### src/rtl/prog_clock_div_pkg.sv
// Shared types and constants for the programmable clock divider.
// Holds the run/stop state encoding and the divisor clamp used for N=0/1.
package prog_clock_div_pkg;

    typedef enum logic {
        STOPPED = 1'b0,
        RUNNING = 1'b1
    } state_t;

    // Smallest effective period; divisors 0 and 1 both collapse to this.
    localparam int NEFF_CLAMP = 1;

endpackage

### src/rtl/prog_clock_div.sv
// Programmable clock divider with a double-buffered divisor: new divisors wait in a
// pending register and only take effect on a period boundary, or at once while stopped.
module prog_clock_div
    import prog_clock_div_pkg::*;
#(
    parameter int WIDTH       = 17,
    parameter int DEFAULT_DIV = 100000
) (
    input  logic             clock,
    input  logic             reset,
    input  logic             enable,
    input  logic [WIDTH-1:0] div_in,
    input  logic             div_load,
    output logic             div_clock,
    output logic             tick,
    output logic             div_ack,
    output logic             busy
);

    state_t           r_state;
    state_t           w_state_next;

    logic [WIDTH-1:0] r_cnt;
    logic [WIDTH-1:0] r_active;
    logic [WIDTH-1:0] r_pending;
    logic             r_busy;
    logic             r_div_clock;
    logic             r_tick;
    logic             r_div_ack;

    logic [WIDTH-1:0] w_cnt_next;
    logic [WIDTH-1:0] w_active_next;
    logic [WIDTH-1:0] w_pending_next;
    logic             w_busy_next;
    logic             w_div_clock_next;
    logic             w_tick_next;
    logic             w_div_ack_next;

    logic [WIDTH-1:0] w_neff;
    logic             w_run;
    logic             w_wrap;
    logic             w_apply;

    assign w_neff  = (r_active < WIDTH'(2)) ? WIDTH'(NEFF_CLAMP) : r_active;
    assign w_run   = (r_state == RUNNING) && enable;
    assign w_wrap  = w_run && (r_cnt == (w_neff - WIDTH'(1)));
    // A pending divisor lands on a period boundary, or straight away when idle.
    assign w_apply = r_busy && ((r_state == STOPPED) || w_wrap);

    // NOTE: state flops use non-blocking assignments and a synchronous reset;
    // every combinational next-value below is given a default first so no latch forms.
    always_ff @(posedge clock) begin
        if (reset) begin
            r_state <= STOPPED;
        end else begin
            r_state <= w_state_next;
        end
    end

    always_comb begin
        w_state_next     = enable ? RUNNING : STOPPED;
        w_cnt_next       = '0;
        w_tick_next      = 1'b0;
        w_div_clock_next = 1'b0;
        w_active_next    = r_active;
        w_pending_next   = r_pending;
        w_busy_next      = r_busy;
        w_div_ack_next   = 1'b0;

        if (w_run) begin
            if (w_wrap) begin
                w_tick_next = 1'b1;
            end else begin
                w_cnt_next = r_cnt + WIDTH'(1);
            end
            w_div_clock_next = (w_neff > WIDTH'(1)) && (w_cnt_next >= (w_neff >> 1));
        end

        // A load racing an activation wins over the older pending value, so the
        // overwritten sequence still yields a single acknowledge.
        if (w_apply) begin
            w_active_next  = div_load ? div_in : r_pending;
            w_pending_next = div_load ? div_in : r_pending;
            w_busy_next    = 1'b0;
            w_div_ack_next = 1'b1;
        end else if (div_load) begin
            w_pending_next = div_in;
            w_busy_next    = 1'b1;
        end
    end

    always_ff @(posedge clock) begin
        if (reset) begin
            r_cnt       <= '0;
            r_active    <= WIDTH'(DEFAULT_DIV);
            r_pending   <= '0;
            r_busy      <= 1'b0;
            r_div_clock <= 1'b0;
            r_tick      <= 1'b0;
            r_div_ack   <= 1'b0;
        end else begin
            r_cnt       <= w_cnt_next;
            r_active    <= w_active_next;
            r_pending   <= w_pending_next;
            r_busy      <= w_busy_next;
            r_div_clock <= w_div_clock_next;
            r_tick      <= w_tick_next;
            r_div_ack   <= w_div_ack_next;
        end
    end

    assign div_clock = r_div_clock;
    assign tick      = r_tick;
    assign div_ack   = r_div_ack;
    assign busy      = r_busy;

endmodule

### config.mk
export PLATFORM = sky130hd
export DESIGN_NAME = prog_clock_div
export DESIGN_NICKNAME = d
export VERILOG_FILES = /design/src/rtl/prog_clock_div_pkg.sv /design/src/rtl/prog_clock_div.sv
export SDC_FILE = /design/constraint.sdc
export NUM_CORES = 1
export LEC_CHECK = 0
export ABC_CLOCK_PERIOD_IN_PS = 6800
export CAP_MARGIN = 20
export CORE_MARGIN = 1
export CORE_UTILIZATION = 57
export DETAILED_ROUTE_END_ITERATION = 12
export GPL_TIMING_DRIVEN = 0
export MAX_ROUTING_LAYER = met4
export PLACE_DENSITY = 0.85
export SYNTH_ARGS = -nofsm -noshare
export SYNTH_HDL_FRONTEND = slang
export SYNTH_SLANG_ARGS = --single-unit
### constraint.sdc
create_clock -name clock -period 6.8 [get_ports clock]
set_input_delay 1.36 -clock clock [delete_from_list [all_inputs] [get_ports clock]]
set_output_delay 1.36 -clock clock [all_outputs]
set_load 0.05 [all_outputs]
After elaboration in Yosys (flattened, before gate mapping). Index checks and enable logic that the tools add are counted.

Order comparisons: 3. Mux-type cells: 7. Reductions and logical operators: 7. Bitwise logic cells: 2. Equality and inequality tests: 1. $add $sub $neg: 2.

Operators with widths (count): $mux W17 (4); $add A17 B1 Y17 const B (1); $eq A17 B17 Y1 (1); $ge A17 B16 Y1 (1); $gt A17 B1 Y1 const B (1); $lt A17 B2 Y1 const B (1); $sub A17 B1 Y17 const B (1); $logic_and A1 B1 Y1 (4); $reduce_or A2 Y1 (2); $mux W1 (3); $not A1 Y1 (2); $logic_or A1 B1 Y1 (1).

Word-level logic and storage cells: 30. Flip-flop bits (word level): 56. Output and inout port bits: 4.

Longest topological paths before layout. Gate-level depths: netlist of the first run.

Depth in word-level cells: 9. Depth in mapped cells: 22.

Worst setup path after synthesis of the first run. Ideal clock, no wire load.

Kind: reg2reg. Start: register r_active[14]. End: register r_div_clock, in the netlist div_clock. Library setup time: 133 ps. Path slack: 1370 ps. Path buffers: 4. Arrival time: 5296 ps. Data required time: 6667 ps. Clock period less this slack: 5430 ps. Cell stages (with the launch flop): 23. Cells stage by stage: dfxtp_1 -> clkbuf_1 -> nor4_1 -> a41oi_1 -> ha_1 -> or3b_1 -> clkbuf_1 -> or4_4 -> a211oi_2 -> o21ai_1 -> or4_1 -> buf_2 -> nor3_1 -> clkbuf_1 -> nor2_1 -> ha_1 -> a21o_1 -> a21o_1 -> a211o_1 -> a21o_1 -> a21o_1 -> a221oi_1 -> a221oi_1.

Word-level cells in the longest chain between the ends: 9.

Ends and longest elaborated chain: start: declaration (line prog_clock_div.sv:24) `logic [WIDTH-1:0] r_active;`; start signal: assignment (line prog_clock_div.sv:95) `r_active <= WIDTH'(DEFAULT_DIV);`; start signal: assignment (line prog_clock_div.sv:103) `r_active <= w_active_next;`; $lt A17 B2 Y1 (line prog_clock_div.sv:44) `assign w_neff = (r_active < WIDTH'(2)) ? WIDTH'(NEFF_CLAMP) : r_active;`; $mux W17 * (line prog_clock_div.sv:44); $sub A17 B1 Y17 (line prog_clock_div.sv:46) `assign w_wrap = w_run && (r_cnt == (w_neff - WIDTH'(1)));`; $eq A17 B17 Y1 (line prog_clock_div.sv:46); $logic_and A1 B1 Y1 (line prog_clock_div.sv:46); $mux W17 (line prog_clock_div.sv:71) `if (w_wrap) begin`; $mux W17 (line prog_clock_div.sv:70) `if (w_run) begin`; $ge A17 B16 Y1 (line prog_clock_div.sv:76) `w_div_clock_next = (w_neff > WIDTH'(1)) && (w_cnt_next >= (w_neff >> 1));`; $logic_and A1 B1 Y1 * (line prog_clock_div.sv:76); end signal: assignment (line prog_clock_div.sv:106) `r_div_clock <= w_div_clock_next;`; end: declaration (line prog_clock_div.sv:27) `logic r_div_clock;`.

Every way passes the cells marked *; elsewhere a longest branch is shown, timed or not. The select of a mux whose other input is x is not followed. A chain may end at the register's enable or synchronous reset.

Worst setup path after layout of the first run. Same ends and word-level chain as after synthesis.

==> results.cfg, run 1 <==
[outcome]
status = finished clean

[final_layout]
layout_commonest_cell = nor2_1
fillers = 433
syn2layout_area_growth_pct = 12.7
num_antenna_cells = 0
drive_gt1_share_pct = 9.51
layout.nets = 449
layout_common_cells = 66 x nor2_1, 56 x dfxtp_1, 24 x inv_1

[critical_path]
cp.arrival_ns = 6.47
crit_family = compound AO/OA/AOI/OAI gates
critPathRequiredTime_ns = 6.98
crit_chain = clkbuf_1 -> nor4_1 -> a41oi_1 -> ha_1 -> or3b_1 -> clkbuf_1 -> or4_4 -> a211oi_2 -> o21ai_1 -> or4_1 -> buf_2 -> nor3_2 -> clkbuf_1 -> nor2_1 -> ha_1 -> a21oi_1 -> nor2_1 -> a211o_1 -> a21o_1 -> a21o_1 -> a221oi_1 -> a221oi_1
cp.depth = 22
worst-path-buf-inv = 4
reg2regPathDepth = 22
r2r_slack_ns = 0.51
path_max_fanout = 10
critPathSlowestCell = or4_1
max_stage_delay_ns = 0.52
cpMostUsedCell = clkbuf_1
endpoint_kind = register
crit_type = register to register
cp-start-kind = register

[timing]
holdWs_ns = 0.501
finalClockSkew_ns = 0.00783
drv_slew = 0
fin_crit_ns = 6.29
worstMarginPinSlew_ns = 0.859
fin_crit_sh_pct = 92.5
rsz0062_at_grt = no
hold_viol = 0
finalSetupViolCount = 0
maxSlewHeadroom_pct = 42.5
fin_tns_setup_ns = 0
fmax_ghz = 0.159

[cts]
clkSinkCount = 56
max-clock-path-buffers = 2
postCtsHoldBufs = 0
cts_tree = built
cts_made_buffers = 5
post_cts_buffers = 0
h-tree-depth = 2
root_buffer = clkbuf_8
clock_latency_ns = 0.31
clk_pin_slew_ns = 0.10

[synth]
ys.flop_type = dfxtp_1
yosysUniqueCellTypes = 56
synth_edf_count = 0
syn_nets = 419
yosysTopAreaCell = dfxtp_1
yosysSeqAreaShare_pct = 33.8
netlist.area_leader.share_pct = 33.8
async_flop_share_pct = 0
synth_area_um2 = 3320
synthCells = 379
yosys_register_bits = 56
netlist_top_cells_area = dfxtp_1 34%, nor2_1 7.5%, ha_1 7.2%
syn_avg_cell_area_um2 = 8.76
yosys_warnings = 0

[pwr]
ir_worst_vdd_uv = 153
power.leakage_uw = 0.00160
powerDensity_nw_per_um2 = 170

[drt]
wire_per_inst_um = 15.3
drc = 0
vias_per_cell = 5.68
vias = 2738
drtIter0Drc = 251
route.antenna.remaining_nets = 0
drt_first_pass_iters = 6
wl_um = 7360

[global_route]
grt_max_degree = 18
grt_pass1_vias = 2668
grt.overflow.total = 0
antenna_found_initial = 0
grt_pass1_wl_um = 12400
grt_usage_pct = 27.1

[hold_path]
hold_depth = 2
hold_class = register to register

[die]
dieArea_um2 = 6130
core_area_um2 = 5570
start_util_pct = 59.5
num_rows = 27
io_pins = 25
fp.dieW_um = 78.3
die_y_um = 78.3

[run]
maxCapViolCount = 0

[placed_design]
routabilityCongestion = 0.894
dp_hpwl_um = 5830
io_buffers = 23
## sequential cells by signal, summed over array words and instances (netlist names)
| name | flops |
|---|---|
| busy | 1 |
| div_clock | 1 |
| tick | 1 |
| div_ack | 1 |
| r_active | 17 |
| r_pending | 17 |
| r_state | 1 |
| r_cnt | 17 |
## layer usage
layer	vias to the layer above	GRT usage [%]	share of wire [%]
li1	1383	-	-
met1	1264	34.9	45
met2	77	43.4	47
met3	14	4.07	5.7
met4	0	9.26	2.0
met5	-	-	0
## worst register-to-register path, stage by stage (launching register included)
cell	delay [ns]
dfxtp_1	0.32
clkbuf_1	0.31
nor4_1	0.18
a41oi_1	0.47
ha_1	0.26
or3b_1	0.35
clkbuf_1	0.18
or4_4	0.44
a211oi_2	0.26
o21ai_1	0.08
or4_1	0.52
buf_2	0.19
nor3_2	0.35
clkbuf_1	0.41
nor2_1	0.11
ha_1	0.32
a21oi_1	0.16
nor2_1	0.07
a211o_1	0.26
a21o_1	0.17
a21o_1	0.17
a221oi_1	0.47
a221oi_1	0.14
## area by class of cell
class	instances	area, um^2	area share [%]
buffer	17	80.1	2.14
timing repair buffer	23	230	6.16
clock buffer	6	82.6	2.21
multi-input combinational	282	2030	54.3
clock inverter	2	13.8	0.368
tap	72	90.1	2.41
inverter	24	90.1	2.41
sequential	56	1120	30.0
## synthesized netlist by cell type (3+ instances only)
cell and n:
clkbuf_1 13, and4_1 3, nand2_1 23, mux2i_1 18, xor2_1 13, mux2_2 8, nor4_1 6, nand4_1 4
a21oi_1 8, inv_1 24, nor2_1 66, nand3_1 14, or4_1 6, a211o_1 3, ha_1 19, nor3_1 8
mux2_4 9, o31ai_1 3, xnor2_1 19, nand2b_1 3, a21o_1 5, nor2b_1 5, dfxtp_1 56, and3_1 5
## final timing paths
kind | startpoint | to
max | r_active[14] | div_clock
min | r_pending[16] | r_pending[16]
max reg2reg | r_active[14] | div_clock
min reg2reg | r_pending[16] | r_pending[16]
## cell families (layout without fill, tap and decap cells)
family,count (synthesis),count (layout),synth area share (%)
multiplexers,35,35,12.2
AND/OR/NAND/NOR,156,156,23.2
flip-flops,56,56,33.8
XOR/XNOR,33,33,9.13
adder cells (fa/ha/maj),19,19,7.16
buffers and inverters,41,72,5.13
AO/OA/AOI/OAI,39,39,9.35
## repair_timing
| action | in CTS | in global routing |
|---|---|---|
| setup endpoints to repair | 0 | 1 |
| resized for setup | 0 | 1 |
| hold endpoints to repair | 0 | 0 |
## per-stage QoR
stage	std cells	area [um^2]	power [uW]	setup WS, ns	utilization, %
finish	482	3740	636	0.510	67.1
global placement	474	3640	444	0.444	65.3
detailed placement	474	3640	448	0.299	65.3
global route	482	3740	663	0.0168	67.1
CTS	482	3730	637	0.257	67.0
floorplan	379	3320	418	1.37	-
## power by group
group	switching, uW	total (uW)	internal [uW]	leakage [uW]
Clock	111	194	83.7	0.0000516
Combinational	47.3	90.8	43.4	0.00109
Sequential	11.0	351	340	0.000457
Total	169	636	467	0.00160
(Power assumes the default switching activity.)
==> run 2, diff against run 1 <==
--- a/config.mk
+++ b/config.mk
@@ -13,6 +13,7 @@
 export GPL_TIMING_DRIVEN = 0
 export MAX_ROUTING_LAYER = met4
 export PLACE_DENSITY = 0.85
+export REMOVE_ABC_BUFFERS = 1
 export SYNTH_ARGS = -nofsm -noshare
 export SYNTH_HDL_FRONTEND = slang
 export SYNTH_SLANG_ARGS = --single-unit
==> run 2 against run 1 <==
Final cell count down 2.3%; first-iteration DRC count fell by 13%; worst hold slack got worse by 0.0021 ns; clock power up 16%; flip-flop and latch count unchanged; combinational power grew 2%; critical path type unchanged.
==> results.cfg, run 2 (synthesis gave the netlist of run 1 again) <==
[drt]
drtIter0Drc = 219
route.antenna.remaining_nets = 0
vias_per_cell = 5.70
met2WireLength_um = 3360
top_layer = met4
wire_per_inst_um = 15.1
wl_um = 7100
drc = 0
vias = 2683
drt_first_pass_iters = 4
met1Wirelength_um = 3210
dr_wl_met3_um = 343

[die]
start_util_pct = 59.5
io_pins = 25
die_y_um = 78.3
dieArea_um2 = 6130
num_rows = 27
fp.dieW_um = 78.3
core_area_um2 = 5570

[hold_path]
min_to = r_pending[16]
hold_class = register to register
hold_depth = 2
worstHoldStart = r_pending[16]

[final_layout]
fillers = 446
layout_common_cells = 66 x nor2_1, 56 x dfxtp_1, 24 x inv_1, 24 x clkdlybuf4s50_1, 23 x nand2_1
layout.nets = 438
reg_top3 = r_active: 17 flops, r_cnt: 17 flops, r_pending: 17 flops
drive_gt1_share_pct = 10.3
syn2layout_area_growth_pct = 14.0
layout_commonest_cell = nor2_1
num_antenna_cells = 0

[global_route]
grt_max_degree = 32
grt_usage_pct = 25.6
grt.overflow.total = 0
antenna_found_initial = 0
grt_pass1_wl_um = 12100
grt_pass1_vias = 2647

[timing]
drv_slew = 0
hold_viol = 0
worstMarginPinSlew_ns = 0.893
fin_crit_sh_pct = 87.5
rsz0062_at_grt = no
finalSetupViolCount = 0
fmax_ghz = 0.168
fin_crit_ns = 5.95
finalClockSkew_ns = 0.00823
finalWorstSetupSlack_ns = 0.851
maxSlewHeadroom_pct = 40.3
fin_tns_setup_ns = 0

[critical_path]
critPathSlowestCell = or4_1
cp.arrival_ns = 6.13
reg2regPathDepth = 19
endpoint_kind = register
cp-start-kind = register
critPathRequiredTime_ns = 6.99
crit_chain = nor4_1 -> a41oi_1 -> ha_1 -> or3b_1 -> or4_4 -> a211oi_2 -> o21ai_1 -> or4_1 -> nor3_2 -> buf_6 -> nor2_1 -> ha_1 -> a21oi_1 -> nor2_1 -> a211o_1 -> a21o_1 -> a21o_1 -> a221oi_1 -> a221oi_1
worst-path-buf-inv = 1
r2r-start = r_active[14]
r2r_slack_ns = 0.85
r2r_end = div_clock
crit_family = simple AND/OR/NAND/NOR gates
max_stage_delay_ns = 0.68
crit_type = register to register
path_max_fanout = 9

[pwr]
powerDensity_nw_per_um2 = 177
power.leakage_uw = 0.00162
ir_worst_vdd_uv = 198

[cts]
max-clock-path-buffers = 2
postCtsHoldBufs = 0
clkSinkCount = 56
cts_made_buffers = 5
cts_tree = built
h-tree-depth = 2
root_buffer = clkbuf_8
clk_pin_slew_ns = 0.11
clock_latency_ns = 0.31
post_cts_buffers = 0
cts_resized = 0

[placed_design]
routabilityCongestion = 0.899
io_buffers = 24
dp_hpwl_um = 5370
place_ws_ns = 0.914

[outcome]
status = finished clean

[run]
maxCapViolCount = 0
==> run 2: area by class of cell <==
cell class / instances / area [um^2] / share of cell area (%)
Inverter: 24 / 90.1 / 2.38
Clock inverter: 3 / 46.3 / 1.22
Tap cell: 72 / 90.1 / 2.38
Timing Repair Buffer: 29 / 333 / 8.80
Sequential cell: 56 / 1120 / 29.6
Multi-Input combinational cell: 282 / 2030 / 53.7
Clock buffer: 5 / 68.8 / 1.82
==> run 2: metrics by stage <==
stage	instance area [um^2]	hold slack, ns	std cells	power (uW)	utilization, %
3_3_place_gp	3570	0.474	458	442	64.0
4_1_cts	3730	0.509	469	667	66.8
5_1_grt	3780	0.529	471	693	67.8
6_report	3780	0.499	471	668	67.8
2_1_floorplan	3240	0.455	362	411	-
3_5_place_dp	3610	0.484	461	446	64.8
==> run 2: per-layer routing <==
layer / GRT usage, % / vias to the layer above
li1: - / 1355
met1: 31.2 / 1240
met2: 41.9 / 70
met3: 4.65 / 18
met4: 10.2 / 0
met5: - / -
==> run 2: report_power, final <==
group	switching [uW]	total [uW]	internal, uW
clock network	113	225	111
registers	11.0	351	340
logic	46.2	92.4	46.2
==> run 2: worst max-delay path by stage <==
stage,depth (start not counted),from,to
6_report,19,r_active[14],div_clock
5_1_grt,19,r_active[14],div_clock
4_1_cts,18,r_active[14],div_clock
3_5_place_dp,18,r_active[14],div_clock
3_3_place_gp,18,r_active[14],div_clock
2_1_floorplan,18,r_active[14],div_clock
==> run 2: worst register-to-register path: stages (launching register included) <==
cell and delay [ns]:
dfxtp_1 0.52, nor4_1 0.16, a41oi_1 0.40, ha_1 0.25, or3b_1 0.47, or4_4 0.46
a211oi_2 0.25, o21ai_1 0.09, or4_1 0.68, nor3_2 0.52, buf_6 0.24, nor2_1 0.06
ha_1 0.31, a21oi_1 0.20, nor2_1 0.07, a211o_1 0.28, a21o_1 0.18, a21o_1 0.17
a221oi_1 0.40, a221oi_1 0.13
